## config.mk

```make
export PLATFORM = sky130hd
export DESIGN_NAME = watchdog_multi
export DESIGN_NICKNAME = d
export VERILOG_FILES = /design/src/rtl/watchdog_multi.sv
export SDC_FILE = /design/constraint.sdc
export NUM_CORES = 1
export LEC_CHECK = 0
export CAP_MARGIN = 20
export CORE_MARGIN = 2
export CORE_UTILIZATION = 35
export CTS_CLUSTER_SIZE = 25
export DETAILED_ROUTE_END_ITERATION = 12
export GPL_TIMING_DRIVEN = 0
export PLACE_DENSITY = 0.53
export SYNTH_ARGS = -nofsm -noshare
export SYNTH_HDL_FRONTEND = slang
export SYNTH_SLANG_ARGS = --single-unit
```

## constraint.sdc

```tcl
create_clock -name i_clk -period 2.47 [get_ports i_clk]
set_clock_uncertainty 0.2 [all_clocks]
set_input_delay 0.247 -clock i_clk [delete_from_list [all_inputs] [get_ports i_clk]]
set_output_delay 0.247 -clock i_clk [all_outputs]
set_load 0.005 [all_outputs]
```

## src/rtl/watchdog_multi.sv

```systemverilog
// ============================================================================
// watchdog_multi : NCH windowed watchdog channels, shared prescaler,
//                  key-protected configuration, stretchable reset pulse.
// Revision       : 1.0
// ============================================================================
`default_nettype none

module watchdog_multi #(
    parameter int         NCH        = 4,
    parameter int         PRESC      = 16,
    parameter logic [7:0] KEY        = 8'hA5,
    parameter logic [7:0] RSTLEN_DEF = 8'd32
) (
    input  logic           i_clk,
    input  logic           i_rst_n,
    input  logic           i_wr,
    input  logic [2:0]     i_abus,
    input  logic [7:0]     i_dbus,
    output logic           o_rstout,
    output logic [NCH-1:0] o_fail,
    output logic [NCH-1:0] o_cause
);

    localparam logic [2:0]  c_A_KEY     = 3'd0;
    localparam logic [2:0]  c_A_CHSEL   = 3'd1;
    localparam logic [2:0]  c_A_WOPEN   = 3'd2;
    localparam logic [2:0]  c_A_WCLOSE  = 3'd3;
    localparam logic [2:0]  c_A_CTRL    = 3'd4;
    localparam logic [2:0]  c_A_SERVICE = 3'd5;
    localparam logic [2:0]  c_A_RSTLEN  = 3'd6;
    localparam logic [2:0]  c_A_FCLR    = 3'd7;
    localparam logic [15:0] c_PRESC_MAX = 16'(PRESC - 1);

    logic           r_unlock;
    logic [2:0]     r_chsel;
    logic [7:0]     r_rstlen;
    logic [15:0]    r_presc;
    logic           r_pend;
    logic [7:0]     r_pulse;
    logic           r_rstout;
    logic           w_tick;
    logic           w_cfg;
    logic [7:0]     w_pulse_nxt;
    logic [NCH-1:0] w_failev;

    assign w_tick = (r_presc == c_PRESC_MAX);
    assign w_cfg  = i_wr && r_unlock;

    // The pulse is loaded one cycle after the failure event so RSTOUT trails FAIL.
    always_comb begin
        w_pulse_nxt = r_pulse;
        if (r_pend) begin
            w_pulse_nxt = (r_rstlen == 8'd0) ? 8'd1 : r_rstlen;
        end else if (r_pulse != 8'd0) begin
            w_pulse_nxt = r_pulse - 8'd1;
        end
    end

    always_ff @(posedge i_clk or negedge i_rst_n) begin
        if (!i_rst_n) begin
            r_unlock <= 1'b0;
            r_chsel  <= 3'd0;
            r_rstlen <= RSTLEN_DEF;
            r_presc  <= 16'd0;
            r_pend   <= 1'b0;
            r_pulse  <= 8'd0;
            r_rstout <= 1'b0;
        end else begin
            r_presc <= w_tick ? 16'd0 : r_presc + 16'd1;
            if (i_wr) begin
                r_unlock <= (i_abus == c_A_KEY) && (i_dbus == KEY);
            end
            if (w_cfg && (i_abus == c_A_CHSEL)) begin
                r_chsel <= i_dbus[2:0];
            end
            if (w_cfg && (i_abus == c_A_RSTLEN)) begin
                r_rstlen <= i_dbus;
            end
            r_pend   <= |w_failev;
            r_pulse  <= w_pulse_nxt;
            r_rstout <= (w_pulse_nxt != 8'd0);
        end
    end

    assign o_rstout = r_rstout;

    for (genvar gi = 0; gi < NCH; gi++) begin : g_ch
        logic       r_en;
        logic       r_fail;
        logic       r_cause;
        logic [7:0] r_cnt;
        logic [7:0] r_wopen;
        logic [7:0] r_wclose;
        logic       w_sel;
        logic       w_svc;
        logic       w_early;
        logic       w_good;
        logic       w_tmo;
        logic       w_ctrl;
        logic       w_en_nxt;
        logic       w_start;

        assign w_sel    = w_cfg && (r_chsel == 3'(gi));
        assign w_svc    = i_wr && (i_abus == c_A_SERVICE) && (i_dbus[2:0] == 3'(gi));
        assign w_early  = r_en && w_svc && (r_cnt < r_wopen);
        assign w_good   = r_en && w_svc && !w_early && (r_cnt <= r_wclose);
        // A WCLOSE of 255 disables timeout because the counter saturates there.
        assign w_tmo    = r_en && w_tick && !w_early && !w_good &&
                          (r_wclose != 8'hFF) && (r_cnt >= r_wclose);
        assign w_ctrl   = w_sel && (i_abus == c_A_CTRL);
        assign w_en_nxt = w_ctrl ? i_dbus[0] : r_en;
        assign w_start  = w_ctrl && i_dbus[0] && !r_en;

        assign w_failev[gi] = w_early || w_tmo;

        always_ff @(posedge i_clk or negedge i_rst_n) begin
            if (!i_rst_n) begin
                r_en     <= 1'b0;
                r_fail   <= 1'b0;
                r_cause  <= 1'b0;
                r_cnt    <= 8'd0;
                r_wopen  <= 8'd0;
                r_wclose <= 8'hFF;
            end else begin
                if (w_sel && (i_abus == c_A_WOPEN)) begin
                    r_wopen <= i_dbus;
                end
                if (w_sel && (i_abus == c_A_WCLOSE)) begin
                    r_wclose <= i_dbus;
                end
                if (w_failev[gi]) begin
                    r_en   <= 1'b0;
                    r_cnt  <= 8'd0;
                    r_fail <= 1'b1;
                    if (!r_fail) begin
                        r_cause <= w_early;
                    end
                end else begin
                    r_en <= w_en_nxt;
                    if (!w_en_nxt || w_start || w_good) begin
                        r_cnt <= 8'd0;
                    end else if (w_tick && (r_cnt != 8'hFF)) begin
                        r_cnt <= r_cnt + 8'd1;
                    end
                    if (w_cfg && (i_abus == c_A_FCLR) && i_dbus[gi]) begin
                        r_fail <= 1'b0;
                    end
                end
            end
        end

        assign o_fail[gi]  = r_fail;
        assign o_cause[gi] = r_cause;
    end

endmodule

`default_nettype wire

```

==> impl_metrics.csv <==
group,metric,value,unit
timing,period_share,1.05,
timing,tns,-0.190,ns
logic_synthesis,synth_area_leader_cell,"dfrtp_1",
die,die_width,158,µm
logic_synthesis,yosysTopAreaCellShare,0.339,
run,maxCapViolations,0,
clocking,clock_latency,0.43,ns
final_layout,layout-drive-gt1-share,0.232,
global_routing,overflow,0,
timing,hold_viol,0,
timing,worst_pin_slew,0.922,ns
setup_path,arrival,2.68,ns
global_routing,grt_first_pass_wirelength,32200,µm
timing,setup_ws,-0.114,ns
die,num_rows,56,
place,hpwl,13400,µm
logic_synthesis,syn_inst,826,
die,die_area,25100,µm²
setup_path,required,2.56,ns
routing,finalWirelength,19900,µm
clocking,cts_buffers,17,
clocking,cts_tree,"yes",
logic_synthesis,ys.warnings.count,0,
routing,drc_errors,0,
clocking,clk_path_buf_depth,2,
logic_synthesis,yosysSeqAreaShare,0.443,
logic_synthesis,synth_area_leaders,"dfrtp_1, dfstp_2, ha_1",
clocking,cts_num_sinks,146,
timing,rsz0062_at_grt,"true",
routing,dr.pass1.iters,5,
power_and_ir_drop,total_power,5.66,mW
routing,drtIter0Drc,267,
logic_synthesis,synth.distinct_cells,68,
clocking,cts-root-buf,"clkbuf_16",
clocking,htreeDepth,4,
place,dpl_cell_area,8960,µm²
setup_path,path_class,"reg2reg",
place,post-place-ws,-0.387,ns
setup_path,worst_setup_path_end_kind,"flop",
logic_synthesis,syn_nets,907,
final_layout,antennaDiodeCount,0,
routing,postRouteAntennaNets,0,
die,chipHeight,158,µm
setup_path,worstPathMaxFanout,2,
global_routing,grt_usage,0.167,
timing,relSlewSlack,0.385,
final_layout,finalNonFillerCells,1218,
power_and_ir_drop,p_leak,4.53,nW
final_layout,fin_area,9980,µm²
power_and_ir_drop,ir_drop,348,µV
place,globalplace.congestion,0.785,
logic_synthesis,ys_ff_latch,146,
place,portBuffers,17,
logic_synthesis,netlist_area,8350,µm²
routing,viasPerCell,5.02,
routing,vias,6119,
global_routing,grt_max_degree,75,
final_layout,nets,967,
timing,max_freq,387,MHz
logic_synthesis,synth_area_per_cell,10.1,µm²
final_layout,final_cell_mix,"dfrtp_1, nand2_1, inv_1, ha_1, o21ai_0",
global_routing,grt_pass1_vias,6072,
final_layout,syn2layout_area_growth,19.6,%
clocking,path_clk_slew,0.06,ns
die,core_area,23500,µm²
logic_synthesis,synthArstFlopShare,1.00,
run_status,violations,"setup timing",
logic_synthesis,synth_ff_type,"dfrtp_1",
run_status,outcome,"complete, but fails checks",
routing,wl_per_cell,16.3,µm
final_layout,final_common_cell,"dfrtp_1",
timing,slew_viol_final,0,
setup_path,start_kind,"flop",
global_routing,antenna_found_initial,0,
timing,period_needed,2.58,ns
power_and_ir_drop,p_per_area,567,nW/µm²
die,io_pins,23,
hold_path,hp-class,"in2reg",
timing,setup_viol,2,
logic_synthesis,synth_edf_count,0,
place,dpl.cell_count,1163,
die,start_util,0.356,
-- stage by stage --
stage	util	hold slack [ns]
floorplan	-	-0.249
global placement	0.380	0.272
detailed placement	0.382	0.124
CTS	0.416	0.165
global route	0.425	0.189
finish	0.425	0.169
-- kinds of logic (layout without fill, tap and decap cells) --
family,Yosys count,count (layout),synth area share
buf+inv,96,169,0.0480
mux,57,57,0.0755
flops,146,146,0.443
xor+xnor,44,44,0.0462
compound gates,137,137,0.110
simple gates,279,279,0.178
fa+ha+maj,67,67,0.100
-- critical path: stages (launching register included) --
cell      delay, ns
dfstp_2        0.54
inv_2          0.04
ha_4           0.21
nor2b_4        0.12
o211ai_1       0.29
a21oi_4        0.11
o311ai_4       0.31
nand2_1        0.14
or4_1          0.49
-- cells in the mapped netlist, drive strengths merged, types with 19 or more instances --
master,instances
nor2,56
xor2,26
o21ai,63
nand2,80
dfstp,33
inv,67
mux2,48
nand3,19
a21oi,25
dfrtp,113
ha,67
nand4,25
-- per-layer routing --
| metal | global-route usage | share of wire | vias to the layer above |
|---|---|---|---|
| li1 | - | - | 3029 |
| met1 | 0.234 | 0.49 | 3020 |
| met2 | 0.264 | 0.47 | 58 |
| met3 | 0.0313 | 0.027 | 12 |
| met4 | 0.0446 | 0.011 | 0 |
| met5 | 0 | 0 | - |
-- where the power goes --
| group | switching (mW) | internal [mW] | total [mW] |
|---|---|---|---|
| registers | 0.0776 | 2.47 | 2.54 |
| logic | 0.273 | 0.180 | 0.454 |
| clock network | 1.04 | 1.62 | 2.66 |
-- final timing paths --
check | startpoint | endpoint | slack [ns] | cells past startpoint
hold / removal | i_dbus[4] | g_ch[1].r_wclose[4] | 0.17 | 3
max in group asynchronous | i_rst_n | g_ch[3].r_wclose[3] | 1.02 | 3
setup / recovery | g_ch[3].r_wclose[1] | r_pend | -0.11 | 8
setup reg to reg | g_ch[3].r_wclose[1] | r_pend | -0.11 | 8
min in group asynchronous | i_rst_n | g_ch[2].r_cnt[2] | 0.22 | 2
hold reg to reg | r_presc[0] | r_presc[0] | 0.29 | 1
-- cell type report --
type | count | area, µm²
clock inverters | 12 | 155
flip-flops and latches | 146 | 3700
fillers | 2259 | 13500
well taps | 319 | 399
repair buffers | 41 | 403
clock buffers | 20 | 447
inverters | 67 | 251
multi-input cells | 584 | 4460
plain buffers | 29 | 169
-- flip-flops by register name, summed over array words and instances, names as in the netlist --
name and count:
g_ch.r_fail 4, r_pulse 8, r_chsel 3, g_ch.r_cnt 32
g_ch.r_wopen 32, g_ch.r_en 4, r_presc 16, r_unlock 1
r_pend 1, g_ch.r_cause 4, r_rstlen 8, g_ch.r_wclose 32
o_rstout 1
-- repair_timing --
item | in CTS | in global routing
hold endpoints to repair | 49 | 0
resized for setup | 23 | 32
pin swaps | 18 | 15
setup buffers | 11 | 11
setup endpoints to repair | 35 | 40
hold buffers | 1 | 0
cloned | 0 | 1
No activity file was read; power rests on OpenSTA's default activity.
